### src/rtl/fetch_pkg.sv
// Shared types and constants for the instruction fetch unit and its queue.
package fetch_pkg;

    localparam int unsigned INST_W           = 32;
    localparam logic [31:0] RESET_PC_DEFAULT = 32'h0000_0000;
    localparam logic [31:0] PC_STEP          = 32'd4;

    // One fetch-queue slot: the instruction word and the address it came from.
    typedef struct packed {
        logic [31:0]       pc;
        logic [INST_W-1:0] inst;
    } fetch_entry_t;

    // Force a redirect target onto a word boundary.
    function automatic logic [31:0] align_pc(input logic [31:0] target);
        return {target[31:2], 2'b00};
    endfunction

endpackage

### src/rtl/fetch_queue.sv
// Small synchronous FIFO of fetch entries; flush empties it and wins over push/pop.
module fetch_queue
    import fetch_pkg::*;
#(
    parameter int unsigned DEPTH = 4,
    parameter int unsigned PW    = $clog2(DEPTH),
    parameter int unsigned CW    = $clog2(DEPTH) + 1
) (
    input  logic         clk,
    input  logic         rst_n,
    input  logic         flush_i,
    input  logic         push_i,
    input  logic         pop_i,
    input  fetch_entry_t push_data_i,
    output fetch_entry_t head_o,
    output logic [CW-1:0] count_o
);

    localparam logic [PW-1:0] PTR_ONE  = PW'(1);
    localparam logic [PW-1:0] PTR_ZERO = PW'(0);
    localparam logic [CW-1:0] CNT_ONE  = CW'(1);
    localparam logic [CW-1:0] CNT_ZERO = CW'(0);

    fetch_entry_t    mem_q [DEPTH];
    logic [PW-1:0]   head_q, head_d;
    logic [PW-1:0]   tail_q, tail_d;
    logic [CW-1:0]   count_q, count_d;

    // Next-state for pointers and occupancy; pointers wrap naturally modulo DEPTH.
    always_comb begin
        head_d  = head_q;
        tail_d  = tail_q;
        count_d = count_q;
        if (flush_i) begin
            head_d  = PTR_ZERO;
            tail_d  = PTR_ZERO;
            count_d = CNT_ZERO;
        end else begin
            if (push_i) begin
                tail_d = tail_q + PTR_ONE;
            end else begin
                tail_d = tail_q;
            end
            if (pop_i) begin
                head_d = head_q + PTR_ONE;
            end else begin
                head_d = head_q;
            end
            count_d = count_q + (push_i ? CNT_ONE : CNT_ZERO) - (pop_i ? CNT_ONE : CNT_ZERO);
        end
    end

    // Pointer and occupancy registers with synchronous active-low reset.
    always_ff @(posedge clk) begin
        if (!rst_n) begin
            head_q  <= PTR_ZERO;
            tail_q  <= PTR_ZERO;
            count_q <= CNT_ZERO;
        end else begin
            head_q  <= head_d;
            tail_q  <= tail_d;
            count_q <= count_d;
        end
    end

    // Entry storage; contents need no reset because count gates visibility.
    always_ff @(posedge clk) begin
        if (rst_n && push_i && !flush_i) begin
            mem_q[tail_q] <= push_data_i;
        end
    end

    assign head_o  = mem_q[head_q];
    assign count_o = count_q;

endmodule

### src/rtl/instruction_fetch_unit.sv
// Fetch-side initiator: drives the PC, queues returned words, handles redirects.
module instruction_fetch_unit #(
    parameter logic [31:0] RESET_PC = fetch_pkg::RESET_PC_DEFAULT,
    parameter int unsigned QDEPTH   = 4,
    parameter int unsigned INST_W   = fetch_pkg::INST_W
) (
    input  logic              clk,
    input  logic              rst_n,
    output logic [31:0]       pc,
    input  logic [INST_W-1:0] instOut,
    input  logic              fetch_en,
    input  logic              redirect_valid,
    input  logic [31:0]       redirect_pc,
    output logic              out_valid,
    input  logic              out_ready,
    output logic [INST_W-1:0] out_inst,
    output logic [31:0]       out_pc,
    output logic              misalign_err
);
    import fetch_pkg::*;

    localparam int unsigned   CW       = $clog2(QDEPTH) + 1;
    localparam logic [CW-1:0] FULL_CNT = CW'(QDEPTH);
    localparam logic [CW-1:0] CNT_ZERO = CW'(0);

    logic [31:0]   pc_q, pc_d;
    logic          misalign_q, misalign_d;
    logic          push_s, pop_s;
    logic [CW-1:0] count_s;
    fetch_entry_t  wr_entry_s, head_s;

    // Handshake, push decision and next PC; redirect outranks fetching.
    always_comb begin
        pop_s      = out_valid & out_ready;
        push_s     = fetch_en & ~redirect_valid & ((count_s != FULL_CNT) | pop_s);
        misalign_d = redirect_valid & (redirect_pc[1:0] != 2'b00);
        wr_entry_s = '{pc: pc_q, inst: instOut};
        if (redirect_valid) begin
            pc_d = align_pc(redirect_pc);
        end else if (push_s) begin
            pc_d = pc_q + PC_STEP;
        end else begin
            pc_d = pc_q;
        end
    end

    // PC and misalignment flag registers; reset overrides any redirect.
    always_ff @(posedge clk) begin
        if (!rst_n) begin
            pc_q       <= RESET_PC;
            misalign_q <= 1'b0;
        end else begin
            pc_q       <= pc_d;
            misalign_q <= misalign_d;
        end
    end

    fetch_queue #(
        .DEPTH (QDEPTH)
    ) u_queue (
        .clk         (clk),
        .rst_n       (rst_n),
        .flush_i     (redirect_valid),
        .push_i      (push_s),
        .pop_i       (pop_s),
        .push_data_i (wr_entry_s),
        .head_o      (head_s),
        .count_o     (count_s)
    );

    assign pc           = pc_q;
    assign misalign_err = misalign_q;
    assign out_valid    = (count_s != CNT_ZERO);
    assign out_inst     = head_s.inst;
    assign out_pc       = head_s.pc;

endmodule

### config.mk
export PLATFORM = sky130hd
export DESIGN_NAME = instruction_fetch_unit
export DESIGN_NICKNAME = d
export VERILOG_FILES = /design/src/rtl/fetch_pkg.sv /design/src/rtl/fetch_queue.sv /design/src/rtl/instruction_fetch_unit.sv
export SDC_FILE = /design/constraint.sdc
export NUM_CORES = 1
export LEC_CHECK = 0
export CAP_MARGIN = 15
export CORE_MARGIN = 4
export CORE_UTILIZATION = 54
export DETAILED_ROUTE_END_ITERATION = 7
export GPL_TIMING_DRIVEN = 1
export PLACE_DENSITY = 0.89
export SYNTH_ARGS = -nofsm -noshare
export SYNTH_HDL_FRONTEND = slang
export SYNTH_SLANG_ARGS = --single-unit
### constraint.sdc
create_clock -name clk -period 2.6 [get_ports clk]
set_input_delay 0.39 -clock clk [delete_from_list [all_inputs] [get_ports clk]]
set_output_delay 0.39 -clock clk [all_outputs]
set_load 0.01 [all_outputs]
# Word level (Yosys, flattened, before mapping)
# Memories as Yosys holds them, arrays and structs flattened. A register that Yosys moved wholly into a read port is not among the register bits.
# Index checks and enable logic that the tools add are counted.
# W data, S select, Z words.
# op_classes
n_addsub	5
n_eq_ne	1
n_mux	8
n_bitwise	7
n_reduce_logical	7
# ops
cell	n
$mux W32	2
$add A32 B3 Y32 const B	1
$add A2 B1 Y2 const B	2
$and A1 B1 Y1	4
$mux W1	4
$mux W2	2
$reduce_bool A2 Y1	2
$add A3 B3 Y3	1
$ne A3 B3 Y1 const B	1
$reduce_bool A3 Y1	1
$sub A3 B3 Y3	1
$logic_and A1 B1 Y1	2
$not A1 Y1	2
$reduce_or A2 Y1	1
$logic_not A1 Y1	1
$or A1 B1 Y1	1
# totals
ff_bits	40
mem_bits_rw	256
input_bits	69
output_inout_bits	98
mem_count	1
# memory_table
name	depth	word_bits	rd	rd_clocked_by_memory_dff	write_ports	line	source
u_queue.mem_q	4	64	1	1	1	fetch_queue.sv:24	fetch_entry_t mem_q [DEPTH];

# Longest topological paths before layout
# Gate-level depths: netlist (run 1).
# depth
ltp_word	8
depth_mapped	9
mapped_depth_nobuf	9

# Hierarchy
# A second synthesis (run 1) with hierarchy kept.
# unflattened
cells_unflattened	575
hier_area_um2	11453.5
# modules_own_cells
module	n_inst	cells_each	area_each_um2	seq_area_each_um2
fetch_queue	1	376	9750.6	7867.5
instruction_fetch_unit	1	199	1702.9	620.6

# Worst setup path before layout (run 1)
# Ideal clock, no wire load.
# synth_timing
path_kind	reg-to-reg
startpoint	register u_queue.count_q[0] (netlist: u_queue.count_o[0])
endpoint	register u_queue.count_q[2] (netlist: u_queue.count_o[2])
arrival_ns	2.207
required_ns	2.479
path_slack_ns	0.273
stages_incl_launch_ff	10
path_buffers	0
synth_period_minus_slack_ns	2.327
cell_sequence	dfxtp_1 -> or3_2 -> and2_1 -> ha_1 -> inv_1 -> ha_1 -> fa_1 -> xnor2_1 -> xnor2_1 -> nor2_1
# synth_between
elab_chain_len	7
# synth_rtl
element	line	source
start, declared	fetch_queue.sv:27	logic [CW-1:0] count_q, count_d;
start signal, assigned	fetch_queue.sv:62	count_q <= count_d;
$reduce_bool A3 Y1 *	instruction_fetch_unit.sv:73	assign out_valid = (count_s != CNT_ZERO);
via out_valid	instruction_fetch_unit.sv:14	output logic out_valid,
$and A1 B1 Y1 *	instruction_fetch_unit.sv:34	pop_s = out_valid & out_ready;
via pop_s	instruction_fetch_unit.sv:28	logic push_s, pop_s;
$or A1 B1 Y1	instruction_fetch_unit.sv:35	push_s = fetch_en & ~redirect_valid & ((count_s != FULL_CNT) | pop_s);
$and A1 B1 Y1	instruction_fetch_unit.sv:35	
$mux W1	fetch_queue.sv:49	count_d = count_q + (push_i ? CNT_ONE : CNT_ZERO) - (pop_i ? CNT_ONE : CNT_ZERO);
$add A3 B3 Y3	fetch_queue.sv:49	
$sub A3 B3 Y3 *	fetch_queue.sv:49	
# The timed path passes the listed nets; every way through them passes the cells marked *.
# A chain may end at the register's enable or synchronous reset.

==> reports/metrics.yaml, run 1 <==
outcome: "complete, no violations"
setup_viol: 0
synth_adder_area_share_pct: 0.9648
area_growth_syn_to_layout_pct: 26.78
die_w_um: 151.7
synthXorXnorAreaFrac_pct: 2.591
hpwl_mm: 15.38
gp_congestion: 0.8692
holdBufCountCts: 0
cts_tree: "yes"
synth_top_family_by_area: "multiplexers"
cts_inserted_buffers: 28
drive_gt1_share_pct: 17.91
diodes: 0
num_vias: 6277
synth_seq_cells: 288
fmax_mhz: 393.0
vdd.ir_drop.worst_v: 0.0003978
preCtsSetupSlack_ns: -0.008036
first_global_vias: 6429
relSlewSlack_pct: 36.50
rsz0062_at_grt: "yes"
grt_pass1_wl_mm: 37.41
synth-simple-area-share_pct: 5.026
crit_required_ns: 2.21
setup_ws_ns: 0.05559
skew_ns: 0.009801
ys_seq_area_share_pct: 73.95
hold_ws_ns: 0.4821
cts_root_buf: "clkbuf_16"
final_common_cell: "edfxtp_1"
synthDistinctLibCells: 40
final-hold-violation-count: 0
cp_max_fo: 8
pin_count: 167
synth_cells: 592
grtUsageTotal_pct: 21.40
period_needed_ns: 2.544
avgRoutedWirePerCell_um: 23.27
postSynthAreaPerCell_um2: 18.84
worst_pin_slew_ns: 0.9525
hold_path_class: "input port to flip-flop"
drt_iter0_drc: 505
core_um2: 20300
criticalPathCategory: "flip-flop to output port"
io_buffers: 162
ctsLongestPathBuffers: 3
std_cell_rows: 52
syn-cell-area_um2: 11150
cp-start-kind: "flip-flop"
clock_latency_ns: 0.52
drt-vias-per-instance: 5.845
htreeDepth: 1
grt_max_degree: 63
routed_wl_mm: 24.99
die_y_um: 151.7
p_leak_nw: 4.800
start_util_pct: 54.94
critPathArrivalTime_ns: 2.15
clk_pin_slew_worst_paths_ns: 0.06
drv_slew: 0
drv_cap: 0
min_path_cells: 2
clock-sinks: 288
drc: 0
end_kind: "output port"
synthMuxAreaShare_pct: 12.61
final_area_um2: 14140
timing.final.crit_share_pct: 97.86
dpl-instance-area_um2: 13170
yosys_warnings: 0
final_cell_mix: "edfxtp_1 (248), clkdlybuf4s50_1 (101), mux4_2 (62)"
die_area_um2: 23020
rr_worst_depth: 9
antenna_found_initial: 1
num-nets-final: 859
synth_compound_area_share_pct: 3.007
drt_first_pass_iters: 5
drt.antenna.violating_nets: 0
grt_overflow: 0
p_per_area_nw_per_um2: 701.3
## Yosys cell counts (all sizes together)
master / n / area share, %
nand2: 30 / 1.0
nand2b: 2 / 0.11
nor3: 13 / 0.58
or4b: 1 / 0.12
o311a: 1 / 0.090
and2: 9 / 0.53
a22o: 5 / 0.39
o21ai: 27 / 1.2
a21oi: 21 / 0.94
and4: 3 / 0.24
edfxtp: 248 / 67
nor2b: 1 / 0.056
xor2: 9 / 0.71
conb: 1 / 0.034
or3: 1 / 0.067
ha: 7 / 0.79
nand4: 7 / 0.56
o31ai: 1 / 0.19
clkbuf: 13 / 0.44
mux2i: 1 / 0.090
nand3: 7 / 0.31
buf: 17 / 1.0
nor4: 6 / 0.50
nor2: 13 / 0.44
dfxtp: 40 / 7.2
and3: 8 / 0.49
mux4: 62 / 13
xnor2: 24 / 1.9
o211a: 2 / 0.18
inv: 11 / 0.37
fa: 1 / 0.18
## kinds of logic (layout without fill, tap and decap cells)
logic type               Yosys count  count (layout)
flip-flops                       288             288
AND/OR/NAND/NOR                  101             101
multiplexers                      63              63
AO/OA/AOI/OAI                     57              57
buffers and inverters             41             250
XOR/XNOR                          33              33
adder cells (fa/ha/maj)            8               8
other                              1               4
## layer usage
metal  track usage (%)  vias up  wire length (µm)
met3             3.421       43              1991
met2             35.31      323             12620
met4             4.537        2               364
met5                 0        -                13
met1             30.81     3183              9997
li1                  -     2726                 -
## critical path, stage by stage, from the launching register on
cell and delay, ns:
dfxtp_4 0.47, buf_8 0.18, mux4_2 0.49, clkdlybuf4s50_1 0.50
## power by group
| part | total (W) | internal (W) | switching [W] | leakage (nW) |
|---|---|---|---|---|
| sequential | 0.00520 | 0.00511 | 0.0000934 | 2.59 |
| clock | 0.00403 | 0.00242 | 0.00161 | 0.455 |
| combinational | 0.000680 | 0.000368 | 0.000312 | 1.76 |
| total | 0.00992 | 0.00790 | 0.00202 | 4.80 |
## flip-flops by register name, summed over array words and instances (netlist names), named ones only
| signal | cells |
|---|---|
| u_queue.tail_q | 2 |
| u_queue.count_o | 3 |
| misalign_err | 1 |
| pc | 30 |
| u_queue.mem_q | 248 |
| u_queue.head_q | 2 |
## final timing paths
path | from | end | slack, ns
worst min register to register | u_queue.tail_q[1] | u_queue.tail_q[1] | 0.51
worst min-delay path | redirect_pc[0] | misalign_err | 0.48
worst max-delay path | flip-flop | out_pc[12] | 0.06
worst max register to register | u_queue.count_o[0] | u_queue.count_o[2] | 0.18
## area by class of cell
| type | instances | area [µm²] |
|---|---|---|
| Sequential cell | 288 | 8255 |
| Inverter | 11 | 41.29 |
| Multi-Input combinational cell | 266 | 2729 |
| Tap cell | 270 | 337.8 |
| Clock inverter | 12 | 133.9 |
| Clock buffer | 40 | 797.0 |
| Timing Repair Buffer | 187 | 1846 |
| Fill cell | 1281 | 6160 |
## repair_timing
item / 4_1_cts / 5_1_grt
resized for setup: 48 / 17
endpoints found under the setup margin: 61 / 16
pin swaps: 0 / 0
setup buffers: 5 / 0
## stage by stage
stage / total power (W) / instances / util, % / setup TNS, ns
2_1_floorplan: 0.005581 / 595 / - / 0
3_3_place_gp: 0.005968 / 1017 / 64.89 / 0
3_5_place_dp: 0.006002 / 1017 / 64.89 / -0.008036
4_1_cts: 0.009979 / 1074 / 69.43 / -0.03329
5_1_grt: 0.01024 / 1074 / 69.66 / -0.01097
6_report: 0.009916 / 1074 / 69.66 / 0
Power figures use the tool's default switching activity.
==> run 2: changes to the inputs <==
--- a/config.mk
+++ b/config.mk
@@ -6,7 +6,7 @@
 export NUM_CORES = 1
 export LEC_CHECK = 0
 export CAP_MARGIN = 15
-export CORE_MARGIN = 4
+export CORE_MARGIN = 2
 export CORE_UTILIZATION = 54
 export DETAILED_ROUTE_END_ITERATION = 7
 export GPL_TIMING_DRIVEN = 1
==> constraint.sdc (replaced) <==
create_clock -name clk -period 2.41 [get_ports clk]
set_input_delay 0.3615 -clock clk [delete_from_list [all_inputs] [get_ports clk]]
set_output_delay 0.3615 -clock clk [all_outputs]
set_load 0.01 [all_outputs]
==> run 2 against run 1 <==
  * First-iteration DRC count is 32% higher
  * Wire length is 8.7% higher
  * Via count is 3.3% higher
  * Clock power is 9.2% higher
  * Worst hold slack worse by 0.032 ns
  * Sequential cell count stayed put
  * Sequential share of layout area is 0.88 points lower
  * Critical path depth is 2 higher
  * Clock-buffer cell count is 1 lower
==> reports/metrics.yaml, run 2 (synthesis gave the netlist of run 1 again) <==
r2r_start: "u_queue.count_o[0]"
p_leak_nw: 4.842  # +0.88%
drt.antenna.violating_nets: 0  # unchanged
std_cell_rows: 52  # unchanged
critPathArrivalTime_ns: 2.04  # -0.11 ns
antenna_found_initial: 0  # -1
reg2reg_slack_ns: 0.14  # -0.04 ns
vdd.ir_drop.worst_v: 0.0004593  # +15%
htreeDepth: 1  # unchanged
clock-sinks: 288  # unchanged
diodes: 0  # unchanged
first_global_vias: 6604  # +2.7%
io_buffers: 162  # unchanged
drt_first_pass_iters: 5  # unchanged
die_w_um: 147.7  # -2.6%
hold_path_class: "input port to flip-flop"
crit_required_ns: 2.05  # -0.16 ns
fmax_mhz: 417.0
largest-register: "u_queue.mem_q"
end_kind: "output port"
gp_congestion: 0.9032  # +3.9%
drv_slew: 0  # unchanged
skew_ns: 0.009983  # +0.0001812 ns
timing.final.crit_share_pct: 99.51
avgRoutedWirePerCell_um: 24.77  # +6.5%
final_cell_mix: "edfxtp_1 (248), clkdlybuf4s50_1 (100), mux4_2 (62)"
cts_inserted_buffers: 28  # unchanged
clock_latency_ns: 0.53  # about the same
min_path_cells: 3  # +1
pin_count: 167  # unchanged
period_needed_ns: 2.398
rr_worst_depth: 9  # unchanged
final_common_cell: "edfxtp_1"
holdPathEnd: "pc[17]"
core_um2: 20230  # -0.32%
dpl-instance-area_um2: 13410  # +1.8%
die_y_um: 147.7  # -2.6%
r2r_end: "u_queue.count_o[2]"
grt_pass1_wl_mm: 40.57  # +8.4%
ctsLongestPathBuffers: 3  # unchanged
largest_reg_flops: 248  # unchanged
p_per_area_nw_per_um2: 753.3  # +7.4%
die_area_um2: 21820  # -5.2%
final_area_um2: 14360  # +1.5%
criticalPathCategory: "flip-flop to output port"
setup_tns_ns: 0  # unchanged
area_growth_syn_to_layout_pct: 28.74
drive_gt1_share_pct: 27.24  # +9.3 points
grt_max_degree: 43  # -32%
cp-start-kind: "flip-flop"
cts_tree: "yes"
hp-start: "redirect_pc[17]"
cp_max_fo: 8  # unchanged
power.total_w: 0.01082  # +9.1%
num-nets-final: 881  # +2.6%
grtUsageTotal_pct: 24.90  # +3.5 points
setup_viol: 0  # unchanged
drc: 0  # unchanged
outcome: "complete, no violations"
clk_pin_slew_worst_paths_ns: 0.06  # about the same
final-hold-violation-count: 0  # unchanged
cts_root_buf: "clkbuf_16"
grt_overflow: 0  # unchanged
drt-vias-per-instance: 5.917  # +1.2%
routed_wl_mm: 27.15  # +8.7%
start_util_pct: 55.12  # +0.18 points
num_vias: 6485  # +3.3%
hpwl_mm: 16.16  # +5.0%
drv_cap: 0  # unchanged
drt_iter0_drc: 669  # +32%
rsz0062_at_grt: "yes"
holdBufCountCts: 0  # unchanged
## run 2: cell count changes in the layout (fill, tap and decap cells not counted), moves of 3 or more
cell            change
buf_16              +3
dlygate4sd2_1      -32
clkbuf_1            -6
clkbuf_2           +24
clkinv_2            +5
buf_12             +11
buf_6               +4
buf_2              +19
buf_4               +8
dlymetal6s2s_1     -15
clkbuf_16           +4
clkbuf_8            +3
## run 2: layout make-up
cell class,instances,area [µm²]
inverter,11,41.29
multi-input combinational,266,2745
timing repair buffer,209,2021
tap,270,337.8
clock buffer,39,865.8
clock inverter,13,91.34
sequential,288,8257
fill,1150,5876
## run 2: per-layer routing
layer	track usage [%]	wire [µm]	vias up
met2	42.42	13730	366
li1	-	-	2779
met4	6.731	686	0
met1	34.26	10520	3293
met3	3.580	2214	47
met5	0	0	-
## run 2: worst max-delay path, stage by stage (launching register included)
cell and delay (ns):
dfxtp_4 0.43, buf_12 0.14, buf_12 0.14, buf_12 0.12, mux4_2 0.53, buf_6 0.15
## run 2: how the worst max path moves through the flow
stage,startpoint,to,slack (ns),cells after the start
3_3_place_gp,out_ready,u_queue.count_o[2],-0.09,9
6_report,flip-flop,out_pc[2],0.01,5
3_5_place_dp,out_ready,u_queue.count_o[2],-0.17,9
2_1_floorplan,u_queue.count_o[0],u_queue.count_o[2],0.08,9
5_1_grt,flip-flop,out_pc[2],-0.04,5
4_1_cts,flip-flop,out_pc[10],-0.03,6
## run 2: repair_timing
action                                  CTS  global route
gates resized for setup                 159            40
endpoints found under the setup margin   63            30
buffers inserted                          6             0
pin swaps                                 2             2
cloned                                    2             2
## run 2: stage by stage
stage | hold slack (ns) | util (%) | worst slack (ns) | std cells
after floorplan | 0.4604 | - | 0.08258 | 595
after global placement | 0.4794 | 66.26 | -0.08526 | 1035
after detailed placement | 0.4949 | 66.26 | -0.1671 | 1035
after CTS | 0.4390 | 71.32 | -0.02950 | 1095
after global routing | 0.4621 | 70.96 | -0.04323 | 1096
final | 0.4503 | 70.96 | 0.01184 | 1096
## run 2: power breakdown
| part | switching (W) | internal [W] | total [W] |
|---|---|---|---|
| clock network | 0.00180 | 0.00261 | 0.00440 |
| registers | 0.0000885 | 0.00551 | 0.00560 |
| logic | 0.000380 | 0.000433 | 0.000813 |
==> run 3: changes to the inputs <==
--- a/config.mk
+++ b/config.mk
@@ -7,10 +7,10 @@
 export LEC_CHECK = 0
 export CAP_MARGIN = 15
 export CORE_MARGIN = 2
-export CORE_UTILIZATION = 54
+export CORE_UTILIZATION = 58
 export DETAILED_ROUTE_END_ITERATION = 7
 export GPL_TIMING_DRIVEN = 1
-export PLACE_DENSITY = 0.89
+export PLACE_DENSITY = 0.94
 export SYNTH_ARGS = -nofsm -noshare
 export SYNTH_HDL_FRONTEND = slang
 export SYNTH_SLANG_ARGS = --single-unit
==> constraint.sdc (replaced) <==
create_clock -name clk -period 3.05 [get_ports clk]
set_input_delay 0.4575 -clock clk [delete_from_list [all_inputs] [get_ports clk]]
set_output_delay 0.4575 -clock clk [all_outputs]
set_load 0.01 [all_outputs]
==> run 3 against run 2 <==
  * Clock power shrank 20%
  * Die area shrank 6.7%
  * First-iteration DRC count shrank 19%
  * Register-to-register slack gained 0.41 ns
  * Critical endpoint is now out_inst[28]
  * Highest routed layer unchanged
==> reports/metrics.yaml, run 3 (synthesis gave the netlist of run 1 again) <==
outcome: "complete, no violations"
holdBufCountCts: 0  # unchanged
end_kind: "output port"
std_cell_rows: 50  # -3.8%
cp-start-kind: "flip-flop"
die_y_um: 142.7  # -3.4%
rsz0062_at_grt: "no"
rr_worst_depth: 9  # unchanged
die_w_um: 142.7  # -3.4%
grt_max_degree: 40  # -7.0%
cts_resized: 0  # -100%
num-nets-final: 852  # -3.3%
period_needed_ns: 2.901
cts_inserted_buffers: 28  # unchanged
cts_root_buf: "clkbuf_16"
num_vias: 6153  # -5.1%
critPathMaxStageDelay_ns: 0.55  # +0.02 ns
largest-register: "u_queue.mem_q"
power.total_w: 0.008543  # -21%
worstSetupEndpoint: "out_inst[28]"
p_leak_nw: 4.580  # -5.4%
criticalPathCategory: "flip-flop to output port"
hold_path_class: "flip-flop to flip-flop"
p_per_area_nw_per_um2: 603.9  # -20%
drt_iter0_drc: 539  # -19%
drt_first_pass_iters: 5  # unchanged
postCtsSetupRepairBufs: 0  # -6
drt-vias-per-instance: 5.962  # +0.76%
r2r_end: "u_queue.count_o[2]"
avgRoutedWirePerCell_um: 22.51  # -9.2%
clock_latency_ns: 0.52  # about the same
drv_cap: 0  # unchanged
ff_latch_area_um2: 8255  # about the same
crit_required_ns: 2.59  # +0.54 ns
hpwl_mm: 15.05  # -6.8%
grtUsageTotal_pct: 23.13  # -1.8 points
drc: 0  # unchanged
crit_family: "buffers and inverters"
pin_count: 167  # unchanged
cp_max_fo: 15  # +7
vdd.ir_drop.worst_v: 0.0004796  # +4.4%
clock-sinks: 288  # unchanged
cts_tree: "yes"
area_growth_syn_to_layout_pct: 26.83
drv_slew: 0  # unchanged
reg2reg_slack_ns: 0.55  # +0.41 ns
grt_overflow: 0  # unchanged
core_um2: 18770  # -7.2%
critPathBufInv: 2  # -2
drt.antenna.violating_nets: 0  # unchanged
io_buffers: 162  # unchanged
gp_congestion: 0.8566  # -5.2%
ctsLongestPathBuffers: 3  # unchanged
timing.final.crit_share_pct: 95.12
final_common_cell: "edfxtp_1"
multi_input_comb_area_um2: 2729  # -0.59%
largest_reg_flops: 248  # unchanged
nFillCells: 1043  # -9.3%
worst_pin_slew_ns: 0.6108
dpl-instance-area_um2: 13190  # -1.6%
first_global_vias: 6332  # -4.1%
grt_pass1_wl_mm: 35.65  # -12%
relSlewSlack_pct: 59.16
fmax_mhz: 344.7
final-hold-violation-count: 0  # unchanged
cp.depth: 3  # -2
skew_ns: 0.008599  # -0.001383 ns
setup_tns_ns: 0  # unchanged
antenna_found_initial: 1  # +1
htreeDepth: 1  # unchanged
final_cell_mix: "edfxtp_1 (248), clkdlybuf4s50_1 (162), mux4_2 (62)"
drive_gt1_share_pct: 17.06  # -10 points
clk_pin_slew_worst_paths_ns: 0.06  # about the same
die_area_um2: 20350  # -6.7%
path_cells: "buf_4 -> mux4_2 -> clkdlybuf4s50_1"
r2r_start: "u_queue.count_o[0]"
routed_wl_mm: 23.23  # -14%
critPathArrivalTime_ns: 2.44  # +0.40 ns
start_util_pct: 59.43  # +4.3 points
setup_viol: 0  # unchanged
cp_slowest_cell: "dfxtp_4"
final_area_um2: 14150  # -1.5%
## run 3: cell count changes in the layout (fill, tap and decap cells not counted), moves of 4 or more
cell	change
buf_6	-5
clkbuf_2	-24
clkinv_2	-7
clkdlybuf4s50_1	+62
clkinv_1	+7
buf_4	-18
dlygate4sd2_1	-14
buf_2	-19
buf_12	-5
clkbuf_16	-4
clkbuf_8	-6
bufinv_16	+4
## run 3: through the flow
stage                     hold WS, ns  cells  worst slack [ns]  util [%]
final                          0.5348   1032            0.1488     75.37
after global routing           0.5390   1032           0.02468     75.37
after CTS                      0.5346   1031           0.09121     75.36
after detailed placement       0.5097    979            0.1630     70.27
after global placement         0.4894    979            0.2575     70.27
after floorplan                0.4692    595            0.7226         -
## run 3: where the power goes
| group | total, W | switching, W | leakage [nW] | internal [W] |
|---|---|---|---|---|
| Combinational | 0.000575 | 0.000246 | 1.53 | 0.000329 |
| Sequential | 0.00444 | 0.0000874 | 2.59 | 0.00436 |
| Clock | 0.00353 | 0.00138 | 0.457 | 0.00215 |
| Total | 0.00854 | 0.00171 | 4.58 | 0.00683 |
## run 3: metal layers
metal	vias to the layer above	part of all wire, %	GRT usage, %
met4	0	2.3	6.514
met3	40	7.3	4.158
met2	259	50	38.34
li1	2719	-	-
met1	3135	40	32.16
met5	-	0	0
## run 3: worst min-delay path by stage
stage	start	endpoint	depth (start not counted)
6_report	u_queue.head_q[1]	u_queue.head_q[1]	2
5_1_grt	redirect_pc[16]	pc[16]	3
4_1_cts	redirect_pc[16]	pc[16]	3
3_5_place_dp	u_queue.head_q[1]	flip-flop	2
3_3_place_gp	u_queue.tail_q[1]	u_queue.tail_q[1]	2
2_1_floorplan	u_queue.tail_q[1]	u_queue.tail_q[1]	2
## run 3: layout make-up
type                    instances  area share (%)
flip-flops and latches        288           58.36
multi-input cells             266           19.29
repair buffers                180           13.21
clock buffers                  33           5.236
well taps                     234           2.070
clock inverters                19           1.521
inverters                      11          0.2919
diodes                          1         0.01769
## run 3: tightest hold or removal path, cell delays in order, from the launching register on
cell and delay (ns):
dfxtp_1 0.32, xor2_1 0.07, nor2_1 0.10
